===== config.mk =====
export PLATFORM = sky130hd
export DESIGN_NAME = pc_ras_unit
export DESIGN_NICKNAME = d
export VERILOG_FILES = /design/src/rtl/pc_pkg.sv /design/src/rtl/ras_lifo.sv /design/src/rtl/pc_ras_unit.sv
export SDC_FILE = /design/constraint.sdc
export NUM_CORES = 1
export LEC_CHECK = 0
export ABC_AREA = 1
export CORE_MARGIN = 2
export CORE_UTILIZATION = 61
export CTS_BUF_LIST = sky130_fd_sc_hd__clkbuf_4
export DETAILED_ROUTE_END_ITERATION = 6
export GPL_TIMING_DRIVEN = 0
export PLACE_DENSITY = 0.86
export SYNTH_ARGS = -nofsm -noshare
export SYNTH_HDL_FRONTEND = slang
export SYNTH_SLANG_ARGS = --single-unit

===== constraint.sdc =====
create_clock -name CLK -period 3.8 [get_ports CLK]
set_input_delay 0.57 -clock CLK [delete_from_list [all_inputs] [get_ports CLK]]
set_output_delay 0.57 -clock CLK [all_outputs]
set_load 0.02 [all_outputs]

===== src/rtl/pc_pkg.sv =====
// Shared definitions for the program counter / return-address-stack block.
// Contents:
//   pc_sel_t           - next-address source select encoding
//   PC_ADDR_W_DEF      - default address-path width
//   PC_RAS_DEPTH_DEF   - default number of return-address entries
package pc_pkg;

    localparam int PC_ADDR_W_DEF    = 10;
    localparam int PC_RAS_DEPTH_DEF = 8;

    typedef enum logic [1:0] {
        SEL_IMMED = 2'd0,
        SEL_STACK = 2'd1,
        SEL_RAS   = 2'd2,
        SEL_INTR  = 2'd3
    } pc_sel_t;

endpackage


===== src/rtl/ras_lifo.sv =====
// Circular return-address LIFO: storage array, top pointer and entry count.
// When full, a push overwrites the oldest entry and raises the sticky
// overflow flag; a pop on an empty stack leaves it untouched and raises the
// sticky underflow flag. Both flags clear only on reset.
// Ports:
//   clk, rst   - clock, synchronous active-high reset
//   push, pop  - stack strobes (push+pop on a non-empty stack replaces top)
//   push_val   - value written by a push
//   top        - current top entry, 0 when empty
//   count      - number of valid entries
//   empty/full - count == 0 / count == RAS_DEPTH
//   ovf/unf    - sticky overflow / underflow flags
module ras_lifo import pc_pkg::*; #(
    parameter int ADDR_W    = PC_ADDR_W_DEF,
    parameter int RAS_DEPTH = PC_RAS_DEPTH_DEF,
    parameter int CNT_W     = $clog2(RAS_DEPTH + 1)
) (
    input  logic              clk,
    input  logic              rst,
    input  logic              push,
    input  logic              pop,
    input  logic [ADDR_W-1:0] push_val,
    output logic [ADDR_W-1:0] top,
    output logic [CNT_W-1:0]  count,
    output logic              empty,
    output logic              full,
    output logic              ovf,
    output logic              unf
);

    localparam int PTR_W = (RAS_DEPTH > 1) ? $clog2(RAS_DEPTH) : 1;
    localparam logic [PTR_W-1:0] PTR_MAX = PTR_W'(RAS_DEPTH - 1);
    localparam logic [CNT_W-1:0] CNT_MAX = CNT_W'(RAS_DEPTH);

    logic [ADDR_W-1:0] mem [RAS_DEPTH];
    logic [PTR_W-1:0]  ptr;      // index of the current top entry
    logic [PTR_W-1:0]  ptr_inc;
    logic [PTR_W-1:0]  ptr_dec;
    logic [CNT_W-1:0]  cnt;
    logic              is_empty;
    logic              is_full;

    // Explicit wrap so depths that are not a power of two stay in range.
    assign ptr_inc  = (ptr == PTR_MAX) ? '0 : ptr + 1'b1;
    assign ptr_dec  = (ptr == '0) ? PTR_MAX : ptr - 1'b1;
    assign is_empty = (cnt == '0);
    assign is_full  = (cnt == CNT_MAX);

    always_ff @(posedge clk) begin
        if (rst) begin
            ptr <= '0;
            cnt <= '0;
            ovf <= 1'b0;
            unf <= 1'b0;
        end else if (push && pop && !is_empty) begin
            mem[ptr] <= push_val;
        end else if (push) begin
            // When full, ptr_inc lands on the oldest entry, overwriting it.
            mem[ptr_inc] <= push_val;
            ptr          <= ptr_inc;
            if (is_full) begin
                ovf <= 1'b1;
            end else begin
                cnt <= cnt + CNT_W'(1);
            end
            // Reaching here with pop set means the stack was empty.
            if (pop) begin
                unf <= 1'b1;
            end
        end else if (pop) begin
            if (is_empty) begin
                unf <= 1'b1;
            end else begin
                ptr <= ptr_dec;
                cnt <= cnt - CNT_W'(1);
            end
        end
    end

    assign top   = is_empty ? '0 : mem[ptr];
    assign count = cnt;
    assign empty = is_empty;
    assign full  = is_full;

endmodule


===== src/rtl/pc_ras_unit.sv =====
// Program counter with next-address mux and hardware return-address stack.
// Ports:
//   CLK, RST         - clock, synchronous active-high reset
//   FROM_IMMED       - branch/call target from the instruction
//   FROM_STACK       - address popped from the data-memory stack
//   PC_MUX_SEL       - 0 immediate, 1 stack, 2 RAS top, 3 interrupt vector
//   PC_LD, PC_INC    - load mux output / increment (load has priority)
//   RAS_PUSH         - push PC_COUNT+1 onto the RAS
//   RAS_POP          - pop the RAS
//   PC_COUNT         - registered program counter
//   RAS_TOP          - current RAS top, 0 when empty
//   RAS_COUNT        - valid RAS entries
//   RAS_EMPTY/FULL   - RAS occupancy flags
//   RAS_OVF/UNF      - sticky overflow / underflow flags
module pc_ras_unit import pc_pkg::*; #(
    parameter int                ADDR_W    = PC_ADDR_W_DEF,
    parameter int                RAS_DEPTH = PC_RAS_DEPTH_DEF,
    parameter logic [ADDR_W-1:0] INTR_VEC  = '1,
    parameter logic [ADDR_W-1:0] RST_VAL   = '0,
    parameter int                CNT_W     = $clog2(RAS_DEPTH + 1)
) (
    input  logic              CLK,
    input  logic              RST,
    input  logic [ADDR_W-1:0] FROM_IMMED,
    input  logic [ADDR_W-1:0] FROM_STACK,
    input  logic [1:0]        PC_MUX_SEL,
    input  logic              PC_LD,
    input  logic              PC_INC,
    input  logic              RAS_PUSH,
    input  logic              RAS_POP,
    output logic [ADDR_W-1:0] PC_COUNT,
    output logic [ADDR_W-1:0] RAS_TOP,
    output logic [CNT_W-1:0]  RAS_COUNT,
    output logic              RAS_EMPTY,
    output logic              RAS_FULL,
    output logic              RAS_OVF,
    output logic              RAS_UNF
);

    logic [ADDR_W-1:0] pc_q;
    logic [ADDR_W-1:0] pc_plus1;
    logic [ADDR_W-1:0] mux_out;

    // Wraps naturally at the address width; shared by increment and push.
    assign pc_plus1 = pc_q + 1'b1;

    // RAS_TOP reflects storage before any same-cycle pop, which makes the
    // single-cycle RET (load from RAS + pop) return the right address.
    always_comb begin
        mux_out = '0;
        case (pc_sel_t'(PC_MUX_SEL))
            SEL_IMMED: mux_out = FROM_IMMED;
            SEL_STACK: mux_out = FROM_STACK;
            SEL_RAS:   mux_out = RAS_TOP;
            SEL_INTR:  mux_out = INTR_VEC;
            default:   mux_out = '0;
        endcase
    end

    always_ff @(posedge CLK) begin
        if (RST) begin
            pc_q <= RST_VAL;
        end else if (PC_LD) begin
            pc_q <= mux_out;
        end else if (PC_INC) begin
            pc_q <= pc_plus1;
        end
    end

    assign PC_COUNT = pc_q;

    ras_lifo #(
        .ADDR_W   (ADDR_W),
        .RAS_DEPTH(RAS_DEPTH),
        .CNT_W    (CNT_W)
    ) u_ras (
        .clk     (CLK),
        .rst     (RST),
        .push    (RAS_PUSH),
        .pop     (RAS_POP),
        .push_val(pc_plus1),
        .top     (RAS_TOP),
        .count   (RAS_COUNT),
        .empty   (RAS_EMPTY),
        .full    (RAS_FULL),
        .ovf     (RAS_OVF),
        .unf     (RAS_UNF)
    );

endmodule

## Word-level counts from Yosys, hierarchy flattened

Memories as Yosys holds them, arrays and structs flattened. A register that Yosys moved wholly into a read port is not among the register bits.
Index checks and enable logic that the tools add are counted.

| cells by class | value |
|---|---|
| $add $sub $neg | 5 |
| equality and inequality tests | 7 |
| multiplexer cells | 29 |
| bitwise gates (word level) | 1 |
| reduce and logical (&&, ||, !) cells | 14 |

Operator list:

| operator | count |
|---|---|
| $mux 10 | 4 |
| $pmux 10 s4 | 1 |
| $mux 3 | 8 |
| $mux 4 | 4 |
| $mux 1 | 12 |
| $add 10x1->10 const B | 1 |
| $reduce_or 10->1 | 1 |
| $reduce_and 3->1 | 3 |
| $reduce_bool 2->1 | 3 |
| $add 4x1->4 const B | 1 |
| $eq 2x2->1 const B | 2 |
| $eq 4x4->1 const B | 1 |
| $logic_not 4->1 | 1 |
| $ne 2x2->1 const B | 2 |
| $reduce_and 4->1 | 1 |
| $sub 4x1->4 const B | 1 |
| $add 3x1->3 const B | 1 |
| $eq 3x3->1 const B | 1 |
| $logic_not 3->1 | 1 |
| $sub 3x1->3 const B | 1 |
| $eq 2x1->1 const B | 1 |
| $logic_and 1x1->1 | 2 |
| $logic_not 2->1 | 1 |
| $logic_not 1->1 | 1 |
| $not 1->1 | 1 |

| word-level totals | value |
|---|---|
| flip-flop bits (word level) | 19 |
| bits in writable memories | 80 |
| output and inout bits | 28 |
| word-level logic and storage cells | 62 |
| memories | 1 |

Memory list:

| memory | depth | width | read ports | clocked after Yosys merged registers in | wr ports | line | RTL |
|---|---|---|---|---|---|---|---|
| u_ras.mem | 8 | 10 | 1 | 1 | 1 | ras_lifo.sv:35 | `logic [ADDR_W-1:0] mem [RAS_DEPTH];` |

## Depth between registers and ports, before layout

Gate-level depths: netlist of the first run.

| depth | value |
|---|---|
| depth in word-level cells | 8 |
| depth in mapped cells | 10 |

## By module

A second synthesis of the first run with hierarchy kept.

| second synthesis, totals | value |
|---|---|
| cell total of the unflattened synthesis | 530 |
| area total of the unflattened synthesis | 4916.0 µm² |

Modules (own cells, without submodules):

| module | instances | cells an instance | area an instance (µm²) | sequential area each (µm²) |
|---|---|---|---|---|
| ras_lifo | 1 | 374 | 4016.4 | 2642.5 |
| pc_ras_unit | 1 | 156 | 899.6 | 200.2 |

## Worst setup path after synthesis of the first run

OpenSTA, ideal clock, no wires.

| timing | value |
|---|---|
| kind | reg-to-reg |
| from | reg u_ras.cnt[0], in the netlist u_ras.count[0] |
| to | mem u_ras.mem[1][0] (netlist bit), enable pin |
| setup time | 0.376 ns |
| data arrival time | 1.666 ns |
| setup slack | 1.758 ns |
| stages on the path, launching flop included | 9 |
| buffers on the path | 0 |
| clock period less this slack | 2.042 ns |
| path through | dfxtp_1 nor2_1 nand3_2 nand2_2 nand2_2 nand2_1 o21ai_2 nand2_1 nor2_1 |

| between the ends | value |
|---|---|
| longest elaborated chain between the ends | 8 |
| elaborated cells between the ends (all ways) | 12 |
| those cells by class | 8 x mux; 4 x reduce/logical |

Ends and longest elaborated chain:

| what | line | RTL |
|---|---|---|
| start: declaration | ras_lifo.sv:39 | `logic [CNT_W-1:0] cnt;` |
| start signal: assignment | ras_lifo.sv:64 | `cnt <= cnt + CNT_W'(1);` |
| start signal: assignment | ras_lifo.sv:75 | `cnt <= cnt - CNT_W'(1);` |
| $logic_not 4->1 * | ras_lifo.sv:46 | `assign is_empty = (cnt == '0);` |
| $logic_not 1->1 * | ras_lifo.sv:55 | `end else if (push && pop && !is_empty) begin` |
| $logic_and 1x1->1 * | ras_lifo.sv:55 |  |
| $mux 1 | ras_lifo.sv:55 |  |
| $mux 1 | ras_lifo.sv:50 | `if (rst) begin` |
| $mux 1 (implied by the code) | ras_lifo.sv:59 | `mem[ptr_inc] <= push_val;` |
| $reduce_or 10->1 (no source line) | n/a |  |
| $mux 3 (no source line) / $mux 1 (equally long branches) | n/a |  |
| end: declaration | ras_lifo.sv:35 |  |

Mark *: on every way between the ends. The rest lies on a longest branch, timed or not.

==> results of run 1 <==
-- cells in the final DEF, fill, tap and decap left out, drive strengths merged --
| cell | count |
|---|---|
| o211ai | 15 |
| fa | 1 |
| o21a | 1 |
| a21oi | 18 |
| and3 | 10 |
| nand3 | 18 |
| dfxtp | 22 |
| clkdlybuf4s50 | 55 |
| a311oi | 8 |
| clkinvlp | 2 |
| a31oi | 3 |
| nand4 | 11 |
| bufinv | 1 |
| ha | 7 |
| nor2 | 99 |
| clkbuf | 17 |
| edfxtp | 80 |
| clkinv | 5 |
| o221ai | 3 |
| o21ai | 48 |
| nor4 | 1 |
| nand2 | 50 |
| nor3 | 4 |
| inv | 41 |
| buf | 12 |
| xor2 | 11 |
| a211oi | 1 |
-- layer usage --
layer / vias up / track usage [%] / share of wire, %
met3: 27 / 5.51 / 8.6
li1: 1783 / - / -
met1: 1765 / 34.4 / 40
met2: 205 / 47.4 / 49
met4: 0 / 10.1 / 2.2
met5: - / 0 / 0
-- metrics by stage --
stage	worst slack [ns]	cell area, um^2	total power [uW]
floorplan	1.76	4750	2470
global placement	0.704	5430	3040
detailed placement	0.676	5430	3120
CTS	0.605	5590	3700
global route	0.448	5590	3910
finish	0.584	5590	3710
-- kinds of logic after synthesis --
group,count (synthesis)
AOI/OAI and AO/OA,97
xor gates and xnor gates,11
and+or+nand+nor,193
adders and majority gates,8
buffers and inverters,62
DFF,102
-- state kept, by name, summed over array words and instances, names as in the netlist, named ones only --
| name | count |
|---|---|
| u_ras.ptr | 3 |
| u_ras.unf | 1 |
| u_ras.mem | 80 |
| PC_COUNT | 10 |
| u_ras.count | 4 |
| u_ras.ovf | 1 |
-- worst register-to-register path, delay by kind of cell (launching register included) --
family           cells  cell delay [ns]
AO/OA/AOI/OAI        1             0.08
flip-flops           1             0.50
AND/OR/NAND/NOR      7             1.46
-- power by group through the flow --
| stage | clock [uW] | sequential (uW) | combinational [uW] |
|---|---|---|---|
| 2_1_floorplan | 0 | 1490 | 982 |
| 3_3_place_gp | 0 | 1460 | 1580 |
| 3_5_place_dp | 0 | 1460 | 1650 |
| 4_1_cts | 602 | 1440 | 1660 |
| 5_1_grt | 640 | 1460 | 1810 |
| 6_report | 602 | 1440 | 1670 |
-- final timing paths --
| path | to | cells past startpoint | slack (ns) | from |
|---|---|---|---|---|
| max | RAS_TOP[3] | 6 | 0.58 | register |
| min | u_ras.ovf$_SDFFE_PP0P_ | 1 | 0.49 | u_ras.ovf$_SDFFE_PP0P_ |
| min reg2reg | u_ras.ovf$_SDFFE_PP0P_ | 1 | 0.49 | u_ras.ovf$_SDFFE_PP0P_ |
| max reg2reg | u_ras.mem[7][3]$_DFFE_PP_ | 8 | 1.40 | u_ras.count[0]$_SDFFE_PP0P_ |
-- layout make-up --
class,instances,area (um^2),area share (%)
multi-input cells,309,1660,29.7
clock inverters,7,92.6,1.66
well taps,102,128,2.28
repair buffers,55,551,9.85
clock buffers,9,67.6,1.21
plain buffers,20,90.1,1.61
inverters,42,158,2.82
flip-flops and latches,102,2840,50.8
==> reports/summary.json, run 1 <==
{
  "pwr": {
    "sw_frac_of_total_pct": 40.7,
    "power.share.sequential_pct": 38.8,
    "power_leakage_uw": 0.00208,
    "p_switching_uw": 1510,
    "cell_internal_pwr_uw": 2200,
    "ir_drop_mv": 0.495,
    "clock_power_share_pct": 16.2,
    "power-per-cell-area_nw_per_um2": 664,
    "comb_power_share_pct": 45.0
  },
  "synth": {
    "syn_nets": 509,
    "post_synthesis_simple_gate_area_fraction_pct": 18.4,
    "synth_commonest_cells": "sky130_fd_sc_hd__nor2_1, sky130_fd_sc_hd__edfxtp_1, sky130_fd_sc_hd__nand2_1, sky130_fd_sc_hd__o21ai_0, sky130_fd_sc_hd__inv_1",
    "ys_warn_count": 0,
    "synth_async_sr_flop_share_pct": 0,
    "post_synth_inst_count": 473,
    "synthFlopType": "sky130_fd_sc_hd__edfxtp_1",
    "yosysMostFrequentCell": "sky130_fd_sc_hd__nor2_1",
    "yosys_register_bits": 102,
    "yosys.area_share.xor_xnor_pct": 2.03,
    "cell_type_contributing_the_most_total_cell_area_after_synthesis": "sky130_fd_sc_hd__edfxtp_1",
    "synth_fa_ha_area_share_pct": 2.26,
    "edff_count_synth": 80,
    "synth_cell_types": 34,
    "synth-compound-area-share_pct": 12.3,
    "cell_area_synth_um2": 4750,
    "syn_avg_cell_area_um2": 10.0,
    "ys_top_cells_by_area": "sky130_fd_sc_hd__edfxtp_1, sky130_fd_sc_hd__dfxtp_1, sky130_fd_sc_hd__nor2_1",
    "synth.yosys.seq_area_share_pct": 59.8,
    "dominant_combinational_cell_family_by_area_after_synthesis": "simple AND/OR/NAND/NOR gates",
    "synth.area.mux_share_pct": 0,
    "yosysTopAreaCellShare_pct": 50.5
  },
  "placed_design": {
    "gp_routability_congestion": 0.852,
    "numPlacedInstances": 630,
    "placement.io_buffers": 55,
    "post-dp-hpwl_um": 8160
  },
  "cells_and_area": {
    "syn2layout_area_growth_pct": 17.6,
    "instances_no_fill": 646,
    "n_antenna_cell": 0,
    "post_route_cells_drive_above_1_share_pct": 9.01,
    "post-route-util_pct": 73.1,
    "number_of_filler_cells_placed_in_the_layout": 510,
    "design.final.nets": 575
  },
  "sta": {
    "achievable-frequency_mhz": 311,
    "worst_slew_pin_slew_ns": 1.03,
    "final-hold-violation-count": 0,
    "slew_headroom_pct": 31.2,
    "slew_viol_final": 0,
    "rsz_0062_raised_after_global_routing": "no",
    "clock-skew-final_ns": 0.0194,
    "min_period_over_period_pct": 84.6,
    "min_period_ns": 3.22,
    "final_sum_of_negative_setup_slack_ns": 0,
    "hold_ws_ns": 0.490,
    "setup_viol_count_final": 0
  },
  "setup_path": {
    "setup.worst_path.start_class": "register",
    "cpLargestDelayFamily": "buffers and inverters",
    "critical_path_required_ns": 3.23,
    "worstSetupPathType": "register to output port",
    "buffer_and_inverter_count_on_the_worst_path": 3,
    "worst_setup_path_end_kind": "output port",
    "worst-path-max-fanout": 10,
    "critPathArrivalTime_ns": 2.65,
    "slowest_stage": "sky130_fd_sc_hd__clkdlybuf4s50_1",
    "critical_path.cell_chain": "inv_2 -> clkbuf_1 -> nor2_1 -> o211ai_1 -> and3_1 -> clkdlybuf4s50_1",
    "cp_slowest_stage_delay_ns": 0.63
  },
  "drt": {
    "drt_drc_violations_left": 0,
    "detailedRoute.firstIterationViolations": 349,
    "drt.antenna.violating_nets": 0,
    "vias": 3780,
    "avgRoutedWirePerCell_um": 17.3,
    "viasPerCell": 5.85,
    "route.final.wire_length_um": 11200,
    "drt_first_pass_iters": 4
  },
  "global_route": {
    "grt_usage_pct": 27.5,
    "grt_pass1_vias": 3706,
    "grt_pass1_wl_um": 17800,
    "grt-ovfl-total": 0,
    "grt_antenna_before_repair": 0,
    "grt_start_max_net_pins": 20
  },
  "worst_hold_path": {
    "hold_path.class": "register to register"
  },
  "job": {
    "cap_viol_max_count": 0
  },
  "clock_tree": {
    "worst_setup_hold_path_clk_slew_ns": 0.16,
    "cts-resized-gates": 0,
    "cts_buffers": 9,
    "hold_buffers": 0,
    "clk_root_buffer_cell": "sky130_fd_sc_hd__clkbuf_4",
    "cts_max_path_buffers": 2,
    "clkSinkCount": 102,
    "cts_tree": "built",
    "post-cts-setup-buffers": 0,
    "clkLatencyLatePin_ns": 0.45,
    "htreeDepth": 3
  },
  "floorplanning": {
    "die_width_um": 92.3,
    "num_rows": 32,
    "die_h_um": 92.3,
    "starting_density_pct": 62.2,
    "ios": 56,
    "floorplan.core_area_um2": 7650,
    "die-area_um2": 8510
  },
  "status": {
    "outcome": "completed"
  }
}
Note: power is estimated with default switching activity, not from simulation.
==> run 2, diff against run 1 <==
- CORE_UTILIZATION: 61 -> 52
- PLACE_DENSITY: 0.86 -> 0.78
- clock period: 3.8 -> 2.8 ns (I/O delays scaled with it)
==> reports/summary.json, run 2 (synthesis gave the netlist of run 1 again) <==
{
  "cells_and_area": {
    "syn2layout_area_growth": {"value": 18.0, "unit": "%", "change": "was 17.6%"},
    "number_of_filler_cells_placed_in_the_layout": {"value": 696, "change": "was 510"},
    "largest_register_ff_count": {"value": 80, "change": "unchanged"},
    "top_register_by_number_of_flip_flops": {"value": "u_ras.mem", "change": "unchanged"},
    "design.final.nets": {"value": 577, "change": "was 575"},
    "n_antenna_cell": {"value": 0, "change": "unchanged"},
    "post_route_cells_drive_above_1_share": {"value": 10.3, "unit": "%", "change": "was 9.01%"},
    "final_cell_mix": {"value": "sky130_fd_sc_hd__nor2_1, sky130_fd_sc_hd__edfxtp_1, sky130_fd_sc_hd__nand2_1, sky130_fd_sc_hd__clkdlybuf4s50_1, sky130_fd_sc_hd__o21ai_0", "change": "was sky130_fd_sc_hd__nor2_1, sky130_fd_sc_hd__edfxtp_1, sky130_fd_sc_hd__clkdlybuf4s50_1"},
    "layout.cells.most_common": {"value": "sky130_fd_sc_hd__nor2_1", "change": "unchanged"},
    "postLayoutCellArea": {"value": 5610, "unit": "um^2", "change": "was 5590 um^2"}
  },
  "clock_tree": {
    "cts_max_path_buffers": {"value": 2, "change": "unchanged"},
    "htreeDepth": {"value": 3, "change": "unchanged"},
    "worst_setup_hold_path_clk_slew": {"value": 0.17, "unit": "ns", "change": "was 0.16 ns"},
    "cts_buffers": {"value": 9, "change": "unchanged"},
    "hold_buffers": {"value": 0, "change": "unchanged"},
    "clkSinkCount": {"value": 102, "change": "unchanged"},
    "cts_tree": {"value": "built", "change": "unchanged"},
    "clk_root_buffer_cell": {"value": "sky130_fd_sc_hd__clkbuf_4", "change": "unchanged"},
    "clkLatencyLatePin": {"value": 0.46, "unit": "ns", "change": "was 0.45 ns"}
  },
  "pwr": {
    "power_leakage": {"value": 0.00213, "unit": "uW", "change": "was 0.00208 uW"},
    "power-per-cell-area": {"value": 874, "unit": "nW/um^2", "change": "was 664 nW/um^2"},
    "ir_drop": {"value": 0.612, "unit": "mV", "change": "was 0.495 mV"}
  },
  "sta": {
    "min_period_over_period_pct": 96.0,
    "slew_headroom": {"value": 33.7, "unit": "%", "change": "was 31.2%"},
    "clock-skew-final": {"value": 0.0221, "unit": "ns", "change": "was 0.0194 ns"},
    "slew_viol_final": {"value": 0, "change": "unchanged"},
    "final-hold-violation-count": {"value": 0, "change": "unchanged"},
    "worst_slew_pin_slew": {"value": 0.990, "unit": "ns", "change": "was 1.03 ns"},
    "rsz_0062_raised_after_global_routing": {"value": "no", "change": "unchanged"},
    "setup_viol_count_final": {"value": 0, "change": "unchanged"},
    "achievable-frequency_mhz": 372,
    "min_period_ns": 2.69,
    "hold_ws": {"value": 0.494, "unit": "ns", "change": "was 0.490 ns"}
  },
  "drt": {
    "wl_met2": {"value": 5260, "unit": "um", "change": "was 5490 um"},
    "wl_met3": {"value": 800, "unit": "um", "change": "was 962 um"},
    "avgRoutedWirePerCell": {"value": 16.5, "unit": "um", "change": "was 17.3 um"},
    "vias": {"value": 3734, "change": "was 3780"},
    "highest_layer": {"value": "met4", "change": "unchanged"},
    "route.final.wire_length": {"value": 10800, "unit": "um", "change": "was 11200 um"},
    "detailedRoute.firstIterationViolations": {"value": 314, "change": "was 349"},
    "viasPerCell": {"value": 5.71, "change": "was 5.85"},
    "drt_drc_violations_left": {"value": 0, "change": "unchanged"},
    "drt_first_pass_iters": {"value": 5, "change": "was 4"},
    "drt.antenna.violating_nets": {"value": 0, "change": "unchanged"},
    "m1WireLength": {"value": 4520, "unit": "um", "change": "was 4450 um"}
  },
  "setup_path": {
    "rrSetupSlack": {"value": 0.26, "unit": "ns", "change": "was 1.40 ns"},
    "reg2reg_from": {"value": "u_ras.count[0]$_SDFFE_PP0P_", "change": "unchanged"},
    "worst_setup_path_end_kind": {"value": "output port", "change": "unchanged"},
    "setup.worst_path.start_class": {"value": "register", "change": "unchanged"},
    "worstSetupPathType": {"value": "register to output port", "change": "unchanged"},
    "worst-path-max-fanout": {"value": 10, "change": "unchanged"},
    "critPathArrivalTime": {"value": 2.27, "unit": "ns", "change": "was 2.65 ns"},
    "critical_path_required": {"value": 2.38, "unit": "ns", "change": "was 3.23 ns"}
  },
  "floorplanning": {
    "floorplan.core_area": {"value": 8810, "unit": "um^2", "change": "was 7650 um^2"},
    "num_rows": {"value": 34, "change": "was 32"},
    "die_h": {"value": 99.6, "unit": "um", "change": "was 92.3 um"},
    "starting_density": {"value": 54.0, "unit": "%", "change": "was 62.2%"},
    "die-area": {"value": 9920, "unit": "um^2", "change": "was 8510 um^2"},
    "ios": {"value": 56, "change": "unchanged"},
    "die_width": {"value": 99.6, "unit": "um", "change": "was 92.3 um"}
  },
  "global_route": {
    "grt_antenna_before_repair": {"value": 0, "change": "unchanged"},
    "grt-ovfl-total": {"value": 0, "change": "unchanged"},
    "grt_usage": {"value": 22.9, "unit": "%", "change": "was 27.5%"},
    "grt_pass1_vias": {"value": 3596, "change": "was 3706"},
    "grt_start_max_net_pins": {"value": 21, "change": "was 20"},
    "grt_pass1_wl": {"value": 17500, "unit": "um", "change": "was 17800 um"}
  },
  "placed_design": {
    "dpl-instance-area": {"value": 5440, "unit": "um^2", "change": "was 5430 um^2"},
    "gp_routability_congestion": {"value": 0.820, "change": "was 0.852"},
    "post-dp-hpwl": {"value": 8030, "unit": "um", "change": "was 8160 um"},
    "placement.io_buffers": {"value": 55, "change": "unchanged"}
  },
  "worst_hold_path": {
    "worstHoldStart": {"value": "u_ras.unf$_SDFFE_PP0P_", "change": "was u_ras.ovf$_SDFFE_PP0P_"},
    "hold_path.class": {"value": "register to register", "change": "unchanged"}
  },
  "job": {
    "cap_viol_max_count": {"value": 0, "change": "unchanged"}
  },
  "status": {
    "outcome": {"value": "completed", "change": "unchanged"}
  }
}
run 2: path summary, 6_finish.rpt:
path / endpoint / depth (start not counted)
max: RAS_TOP[1] / 4
min: u_ras.unf$_SDFFE_PP0P_ / 2
max reg2reg: u_ras.mem[6][0]$_DFFE_PP_ / 9
min reg2reg: u_ras.unf$_SDFFE_PP0P_ / 2
run 2: area by class of cell:
cell class	count	area (um^2)	area share, %
plain buffers	19	100	1.78
clock buffers	9	67.6	1.20
clock inverters	7	75.1	1.34
inverters	42	158	2.81
multi-input cells	309	1660	29.6
flip-flops and latches	102	2840	50.7
well taps	108	135	2.41
repair buffers	58	567	10.1
run 2: worst max-delay path, cell delays in order, from the launching register on:
cell and delay, ns:
sky130_fd_sc_hd__dfxtp_1 0.38, sky130_fd_sc_hd__clkbuf_1 0.42, sky130_fd_sc_hd__nand3_1 0.24, sky130_fd_sc_hd__and3_1 0.24, sky130_fd_sc_hd__clkdlybuf4s50_1 0.54
run 2: per-stage QoR:
stage	power [uW]	util (%)	std cells	setup TNS (ns)	setup WS, ns
2_1_floorplan	3360	-	473	0	0.758
3_3_place_gp	4150	61.8	636	-4.62	-0.121
3_5_place_dp	4220	61.8	636	-6.71	-0.148
4_1_cts	4900	63.6	655	0	0.0157
5_1_grt	5180	63.7	654	0	0.00454
6_report	4910	63.7	654	0	0.113
run 2: layer usage:
metal	up-vias	track usage, %
met2	173	38.4
met5	-	0
met4	0	8.01
li1	1798	-
met3	20	5.27
met1	1743	29.3
run 2: report_power, final:
part | total (uW) | switching, uW | internal [uW] | leakage (uW)
Combinational | 2200 | 1390 | 815 | 0.00114
Clock | 743 | 531 | 212 | 0.0000748
Sequential | 1960 | 118 | 1840 | 0.000914
Total | 4910 | 2040 | 2870 | 0.00213
run 2: what timing repair did:
action	CTS	global route
endpoints found under the setup margin	8	3
pin swaps	3	0
resized for setup	12	4
setup buffers	3	0
